==> src/rtl/ysyx_25050147_ctrl_pkg.sv <==
// Shared definitions for the single-cycle-issue control FSM and its decoder.
//
// Contents:
//   ctrl_state_e  - control FSM state encoding
//   OP_*          - decoder op_type class codes (5 bits)
//   next_pc()     - sequential fetch address (wraps modulo 2^32)
package ysyx_25050147_ctrl_pkg;

  localparam int OP_W = 5;

  localparam logic [OP_W-1:0] OP_ILLEGAL = 5'd0;
  localparam logic [OP_W-1:0] OP_ADDI    = 5'd1;
  localparam logic [OP_W-1:0] OP_EBREAK  = 5'd2;

  typedef enum logic [2:0] {
    ST_FETCH  = 3'd0,
    ST_WAIT   = 3'd1,
    ST_DECODE = 3'd2,
    ST_WB     = 3'd3,
    ST_HALT   = 3'd4,
    ST_ERR    = 3'd5
  } ctrl_state_e;

  // Plain 32-bit add: 32'hFFFF_FFFC + 4 naturally wraps to 0.
  function automatic logic [31:0] next_pc(input logic [31:0] cur);
    return cur + 32'd4;
  endfunction

endpackage

==> src/rtl/ysyx_25050147_ctrl.sv <==
// Multi-cycle instruction control FSM: FETCH -> WAIT -> DECODE -> WB, with
// absorbing HALT (ebreak) and ERR (illegal op or fetch timeout) states.
//
// Ports:
//   clk         in   clock, all state changes on rising edge
//   rst         in   synchronous active-high reset
//   ifu_req     out  one-cycle fetch request (FETCH state)
//   ifu_addr    out  fetch address, equal to pc
//   ifu_ack     in   fetch data valid (only honoured in WAIT)
//   ifu_rdata   in   fetched instruction word
//   inst        out  latched instruction, feeds the decoder
//   op_type     in   decoder class: 0 illegal, 1 addi, 2 ebreak
//   rf_wen      out  register-file write enable (WB state only)
//   pc          out  current program counter
//   halt        out  high while in HALT
//   err         out  high while in ERR
//   retire_cnt  out  retired instruction count (wraps)
//
// Handshake: ifu_req is a single-cycle pulse; the fetch unit answers with
// ifu_ack (data on ifu_rdata in the same cycle) any number of cycles later.
// An ack is only consumed in WAIT; acks seen in any other state are dropped.
module ysyx_25050147_ctrl
  import ysyx_25050147_ctrl_pkg::*;
#(
  parameter logic [31:0] RESET_PC = 32'h8000_0000,
  parameter logic [7:0]  TIMEOUT  = 8'd255
) (
  input  logic        clk,
  input  logic        rst,
  output logic        ifu_req,
  output logic [31:0] ifu_addr,
  input  logic        ifu_ack,
  input  logic [31:0] ifu_rdata,
  output logic [31:0] inst,
  input  logic [4:0]  op_type,
  output logic        rf_wen,
  output logic [31:0] pc,
  output logic        halt,
  output logic        err,
  output logic [31:0] retire_cnt
);

  ctrl_state_e state;
  ctrl_state_e state_next;
  logic [7:0]  wait_cnt;
  logic        timeout_hit;

  // The current WAIT cycle is the TIMEOUT-th one without an ack. Widened
  // compare so TIMEOUT=0 or 255 cannot overflow the check.
  assign timeout_hit = ({1'b0, wait_cnt} + 9'd1) >= {1'b0, TIMEOUT};

  always_comb begin
    state_next = state;
    case (state)
      ST_FETCH:  state_next = ST_WAIT;
      ST_WAIT: begin
        // Ack has priority over a timeout landing in the same cycle.
        if (ifu_ack)          state_next = ST_DECODE;
        else if (timeout_hit) state_next = ST_ERR;
      end
      ST_DECODE: begin
        case (op_type)
          OP_ADDI:   state_next = ST_WB;
          OP_EBREAK: state_next = ST_HALT;
          default:   state_next = ST_ERR;
        endcase
      end
      ST_WB:     state_next = ST_FETCH;
      ST_HALT:   state_next = ST_HALT;
      ST_ERR:    state_next = ST_ERR;
      default:   state_next = ST_ERR;
    endcase
  end

  always_ff @(posedge clk) begin
    if (rst) begin
      state      <= ST_FETCH;
      pc         <= RESET_PC;
      inst       <= 32'd0;
      retire_cnt <= 32'd0;
      wait_cnt   <= 8'd0;
    end else begin
      state <= state_next;

      // Counter is zero whenever we are outside WAIT, so every entry into
      // WAIT starts from a clean count.
      if (state == ST_WAIT) begin
        wait_cnt <= wait_cnt + 8'd1;
        if (ifu_ack) inst <= ifu_rdata;
      end else begin
        wait_cnt <= 8'd0;
      end

      if (state == ST_WB) begin
        pc         <= next_pc(pc);
        retire_cnt <= retire_cnt + 32'd1;
      end else if (state == ST_DECODE && state_next == ST_HALT) begin
        // ebreak retires on entry to HALT; pc stays on the ebreak.
        retire_cnt <= retire_cnt + 32'd1;
      end
    end
  end

  // Pulses are masked by rst so nothing escapes during a reset cycle, and
  // the first request appears in the first cycle with rst low.
  assign ifu_req  = (state == ST_FETCH) && !rst;
  assign rf_wen   = (state == ST_WB) && !rst;
  assign ifu_addr = pc;
  assign halt     = (state == ST_HALT);
  assign err      = (state == ST_ERR);

endmodule

==> config.mk <==
export PLATFORM = sky130hd
export DESIGN_NAME = ysyx_25050147_ctrl
export DESIGN_NICKNAME = d
export VERILOG_FILES = /design/src/rtl/ysyx_25050147_ctrl_pkg.sv /design/src/rtl/ysyx_25050147_ctrl.sv
export SDC_FILE = /design/constraint.sdc
export NUM_CORES = 1
export LEC_CHECK = 0
export BUFFER_PORTS_ARGS = -buffer_cell sky130_fd_sc_hd__buf_2
export CAP_MARGIN = 40
export CELL_PAD_IN_SITES_DETAIL_PLACEMENT = 0
export CELL_PAD_IN_SITES_GLOBAL_PLACEMENT = 1
export CORE_MARGIN = 4
export CORE_UTILIZATION = 36
export DETAILED_ROUTE_END_ITERATION = 10
export PLACE_DENSITY = 0.92
export SYNTH_ARGS = -nofsm -noshare
export SYNTH_HDL_FRONTEND = slang
export SYNTH_SLANG_ARGS = --single-unit
==> constraint.sdc <==
create_clock -name clk -period 2.6 [get_ports clk]
set_clock_uncertainty 0.05 [all_clocks]
set_input_delay 0.26 -clock clk [delete_from_list [all_inputs] [get_ports clk]]
set_output_delay 0.26 -clock clk [all_outputs]
set_load 0.02 [all_outputs]
==> results of run 1 <==
[cell type report]
cell class / count / area share
Multi-Input combinational cell: 425 / 0.412
Timing Repair Buffer: 178 / 0.154
Sequential cell: 105 / 0.346
Tap cell: 180 / 0.0371
Inverter: 16 / 0.00989
Clock inverter: 3 / 0.00330
Clock buffer: 11 / 0.0383
[layer usage]
layer	routed length, um	GRT usage
met3	909	0.0446
met1	5610	0.197
met2	6130	0.251
met5	0	0
met4	179	0.0442
[through the flow]
step           hold WS [ns]  power, mW  area, um2   util
4_1_cts              0.0835       3.19       6070  0.439
3_5_place_dp          0.393       1.96       5820  0.421
5_1_grt              0.0953       3.29       6070  0.439
3_3_place_gp          0.390       1.96       5820  0.421
2_1_floorplan         0.346       1.86       5070      -
6_report              0.100       3.13       6070  0.439
[cell families (layout without fill, tap and decap cells)]
family,Yosys count,count (layout),synth area share
compound gates,116,116,0.132
xor+xnor,12,12,0.0208
fa+ha+maj,4,4,0.00990
buf+inv,88,208,0.0946
flops,105,105,0.416
mux,19,19,0.0421
other cells,1,4,0.000742
simple gates,270,270,0.284
[registers in the layout (all words and copies together), names as in the netlist]
| signal | count |
|---|---|
| retire_cnt | 32 |
| state | 3 |
| ifu_addr | 30 |
| wait_cnt | 8 |
| inst | 32 |
[layout by cell type (no fill, tap or decap), types with 3 or more instances in the layout]
cell / n
and2_1: 3
or3_1: 10
or4_1: 28
nand4_1: 13
ha_1: 4
xor2_1: 6
o21ai_0: 12
a21oi_1: 70
buf_2: 166
inv_1: 16
and4_1: 6
nor2_1: 35
buf_4: 11
conb_1: 4
and3_1: 8
nand2_1: 88
nor2b_1: 21
nor4_1: 18
xnor2_1: 6
nor3_1: 6
o31ai_1: 25
mux2_2: 18
dfxtp_1: 105
nand3_1: 23
clkbuf_16: 9
[power groups by stage]
stage	combinational, mW	clock, mW	sequential, mW
after CTS	0.269	1.26	1.66
final	0.265	1.21	1.66
after detailed placement	0.269	0	1.69
after global placement	0.267	0	1.69
after floorplan	0.137	0	1.73
after global routing	0.294	1.33	1.66
[path summary, 6_finish.rpt]
| path | cells after the start | from | end | slack, ns |
|---|---|---|---|---|
| worst max-delay path | 5 | ifu_addr[2] | ifu_addr[22] | 0.25 |
| worst min-delay path | 3 | ifu_rdata[17] | inst[17] | 0.10 |
| worst max register to register | 5 | ifu_addr[2] | ifu_addr[22] | 0.25 |
| worst min register to register | 2 | inst[27] | inst[27] | 0.40 |
[critical path, stage by stage (launching register included)]
cell and delay, ns:
dfxtp_1 0.41, ha_1 0.20, inv_1 0.04, or4_1 0.80, nor4_1 0.38, mux2_2 0.36
==> results.rst, run 1 <==
.. list-table::
   :header-rows: 1

   * - Metric
     - Value
   * - Status
     - completed
   * - Total CTS buffers
     - 9
   * - DRC violation count after routing
     - 0
   * - Fin cells
     - 918
   * - Synth Area per Inst
     - 8.22 um2
   * - Number of antenna violations at the first check in global routing
     - 0
   * - Nets
     - 779
   * - Footprint of the flip-flops and latches
     - 2100 um2
   * - Setup Total Neg Slack
     - 0 ns
   * - Register area share after synthesis
     - 0.416
   * - Final Critical Period
     - 2.35 ns
   * - Startpoint type of the worst setup path
     - flip-flop
   * - Area inside the core boundary
     - 13,800 um2
   * - Worst hold-check path type
     - input port to flip-flop
   * - Part of the power in the clock network
     - 0.387
   * - Total area of multi-input combinational cells
     - 2500 um2
   * - Final Hold Violating Endpoints
     - 0
   * - Number of inserted diodes
     - 0
   * - Cell with the most instances after synthesis
     - dfxtp_1
   * - Via count of the first global-routing pass
     - 4,014
   * - Critical Path RT
     - 2.79 ns
   * - DIE AREA
     - 16,000 um2
   * - Kind of end point of the critical path
     - flip-flop
   * - Synthesis-to-layout area growth
     - 20.2%
   * - Cell type with the highest aggregate area in the netlist
     - dfxtp_1
   * - Synth Cell Area
     - 5050 um2
   * - CTS Hold Buffers Added
     - 0
   * - Flop pwr share
     - 0.529
   * - Number of enable-type register cells in the synthesized netlist
     - 0
   * - Gates resized, CTS repair
     - 0
   * - Final worst slack
     - 0.247 ns
   * - HPWL after detailed placement
     - 9090 um
   * - YS warnings
     - 0
   * - Boundary pin count
     - 172
   * - # clock sinks
     - 105
   * - Net switching share of the total power
     - 0.246
   * - Setup-failing EPs final
     - 0
   * - Number of synthesized register bits
     - 105
   * - First-iteration detailed-routing DRC count
     - 260
   * - Leading register cell type out of synthesis
     - dfxtp_1
   * - Height of the die
     - 126 um
   * - Clock transition at the registers of the reported paths
     - 0.07 ns
   * - Max-slew violation total from the final report
     - 0
   * - Postcts setup bufs
     - 0
   * - Share of the clock period used by the worst path
     - 0.905
   * - Total via count after detailed routing
     - 4,677
   * - Pwr Density
     - 516 nW/um2
   * - Max IR drop VDD
     - 0.372 mV
   * - Filler cell count in the final layout
     - 1,416
   * - I/O Buffers
     - 167
   * - Async set-or-reset flop fraction in the synthesized netlist
     - 0
   * - Synth Instances
     - 615
   * - Cell total after placement
     - 904
   * - Worst endpoint data arrival time
     - 2.54 ns
   * - Largest net degree at the start of global routing
     - 73
   * - Setup repair after global routing missed its margin
     - false
   * - Remaining number of nets flagged by the antenna check after routing
     - 0
   * - Worst-Skew Late Latency
     - 0.34 ns
   * - Crit path max fanout
     - 19
   * - Critical path start-end classification
     - flip-flop to flip-flop
   * - Relative contribution of combinational cells to total power
     - 0.085
   * - Total global routing overflow
     - 0
   * - Proportion of layout cells with a drive suffix above 1
     - 0.287
   * - Static leakage power
     - 2.56 nW
   * - GP Congestion
     - 0.774
   * - Starting utilization of the core area
     - 0.366
   * - Maximum clock frequency
     - 425 MHz
   * - Remaining max-slew budget at the tightest pin
     - 0.503
   * - Cell-internal power
     - 2.36 mW
   * - Leading cell types by total area after synthesis
     - dfxtp_1, a21oi_1, nand2_1, buf_4, or4_1
   * - Total wire length after detailed routing
     - 12,800 um
   * - Per-cell via count in the routed design
     - 5.09
   * - Global-route usage over all layers
     - 0.153
   * - Post-detailed-route wirelength per cell
     - 14.0 um
   * - CTS Root Cell
     - clkbuf_16
   * - Count of different cell masters after synthesis
     - 43
   * - Number of buffers on the longest clock path
     - 2
   * - Max-cap violation count
     - 0
   * - Router iterations before antenna repair
     - 4
   * - Number of cell rows
     - 43
   * - Worst-margin pin slew
     - 0.745 ns
   * - Overall die width
     - 126 um
   * - Global-route wire length before repair
     - 20,300 um
   * - Depth of the CTS H-tree
     - 3
   * - Most instantiated cells after synthesis
     - dfxtp_1, nand2_1, a21oi_1
   * - TritonCTS clock tree
     - done
   * - Share of the synthesized area in the top cell type
     - 0.416
   * - Switch Pwr
     - 0.770 mW
   * - Worst Setup Slack post-DPL
     - 0.238 ns
Note: power is estimated with default switching activity, not from simulation.
==> run 2: changes to the inputs <==
Settings changed: BUFFER_PORTS_ARGS -buffer_cell sky130_fd_sc_hd__buf_2 to not set, CORE_UTILIZATION 36 to 45, DONT_BUFFER_PORTS set to 1, PLACE_DENSITY 0.92 to 0.9.
==> results.rst, run 2 (synthesis gave the netlist of run 1 again) <==
.. list-table::
   :header-rows: 1

   * - Metric
     - Value
   * - Postcts setup bufs
     - 0
   * - DRC violation count after routing
     - 0
   * - Number of inserted diodes
     - 0
   * - Critical path start-end classification
     - flip-flop to flip-flop
   * - Top library cells by usage in the layout, fill and taps aside
     - dfxtp_1, nand2_1, a21oi_1, nor2_1, buf_4
   * - Worst endpoint data arrival time
     - 2.58 ns
   * - Critical Path RT
     - 2.78 ns
   * - Overall power of the completed layout
     - 3.14 mW
   * - Nets
     - 665
   * - TritonCTS clock tree
     - done
   * - Final Critical Period
     - 2.40 ns
   * - Via count of the first global-routing pass
     - 4,177
   * - Setup Total Neg Slack
     - 0 ns
   * - Post-detailed-route wirelength per cell
     - 16.3 um
   * - Total wire length after detailed routing
     - 12,400 um
   * - Number of cell rows
     - 38
   * - Clock transition at the registers of the reported paths
     - 0.07 ns
   * - Total CTS buffers
     - 9
   * - DIE AREA
     - 13,000 um2
   * - Fin cells
     - 765
   * - First-iteration detailed-routing DRC count
     - 302
   * - Pwr Density
     - 554 nW/um2
   * - Fraction of the core area covered by cells at the end of the flow
     - 0.519
   * - Worst Setup Slack post-DPL
     - 0.244 ns
   * - Global-route wire length before repair
     - 20,200 um
   * - Router iterations before antenna repair
     - 4
   * - Final Hold Violating Endpoints
     - 0
   * - Proportion of layout cells with a drive suffix above 1
     - 0.109
   * - Leading cell type in the layout, fill and taps excluded
     - dfxtp_1
   * - Setup repair after global routing missed its margin
     - false
   * - Worst hold-check path type
     - input port to flip-flop
   * - Overall die width
     - 114 um
   * - Number of antenna violations at the first check in global routing
     - 0
   * - Gates resized, CTS repair
     - 0
   * - CTS Root Cell
     - clkbuf_16
   * - Worst-Skew Late Latency
     - 0.34 ns
   * - Startpoint type of the worst setup path
     - flip-flop
   * - Depth of the CTS H-tree
     - 3
   * - Number of buffers on the longest clock path
     - 2
   * - Share of the clock period used by the worst path
     - 0.924
   * - Crit path max fanout
     - 15
   * - Finished Cell Area
     - 5680 um2
   * - Remaining number of nets flagged by the antenna check after routing
     - 0
   * - Cell total after placement
     - 721
   * - Setup-failing EPs final
     - 0
   * - Largest net degree at the start of global routing
     - 79
   * - Max IR drop VDD
     - 0.348 mV
   * - Static leakage power
     - 1.97 nW
   * - Global-route usage over all layers
     - 0.188
   * - Per-cell via count in the routed design
     - 5.80
   * - Worst-margin pin slew
     - 0.715 ns
   * - Area inside the core boundary
     - 10,900 um2
   * - CTS Hold Buffers Added
     - 29
   * - Final worst slack
     - 0.199 ns
   * - I/O Buffers
     - 0
   * - Total via count after detailed routing
     - 4,435
   * - # clock sinks
     - 105
   * - Height of the die
     - 114 um
   * - Kind of end point of the critical path
     - flip-flop
   * - Final-layout worst hold slack
     - 0.0124 ns
   * - Starting utilization of the core area
     - 0.462
   * - Max-slew violation total from the final report
     - 0
   * - Maximum clock frequency
     - 416 MHz
   * - GP Congestion
     - 0.761
   * - Total global routing overflow
     - 0
   * - Status
     - completed
   * - Boundary pin count
     - 172
   * - Remaining max-slew budget at the tightest pin
     - 0.520
   * - Post-place instance area
     - 5110 um2
   * - Synthesis-to-layout area growth
     - 12.4%
   * - Max-cap violation count
     - 0
   * - HPWL after detailed placement
     - 8430 um
[run 2: where the power goes]
group	leakage, nW	internal [mW]	switching, mW
clock	0.124	0.674	0.569
combinational	0.995	0.0831	0.126
sequential	0.849	1.64	0.0549
[run 2: cell type report]
cell class / instances / area (um2)
Inverter: 16 / 60.1
Sequential cell: 105 / 2100
Timing Repair Buffer: 64 / 583
Tap cell: 140 / 175
Clock buffer: 15 / 258
Multi-Input combinational cell: 425 / 2500
Fill cell: 1043 / 5260
[run 2: per-layer routing]
metal | part of all wire | wire (um) | GRT usage | up-vias
met2 | 0.52 | 6480 | 0.338 | 123
met4 | 0.019 | 240 | 0.0681 | 0
li1 | - | - | - | 2165
met3 | 0.068 | 840 | 0.0573 | 18
met1 | 0.39 | 4880 | 0.209 | 2129
met5 | 0 | 0 | 0 | -
[run 2: worst max-delay path, stage by stage, from the launching register on]
cell	delay [ns]
dfxtp_1	0.55
and4b_1	0.37
nand3_1	0.45
nor4b_1	0.50
mux2_2	0.37
[run 2: final timing paths]
path	startpoint	endpoint	slack, ns	cells past startpoint
setup / recovery	retire_cnt[3]	retire_cnt[20]	0.20	4
setup reg to reg	retire_cnt[3]	retire_cnt[20]	0.20	4
hold / removal	ifu_rdata[4]	inst[4]	0.01	2
hold reg to reg	wait_cnt[7]	wait_cnt[7]	0.45	2
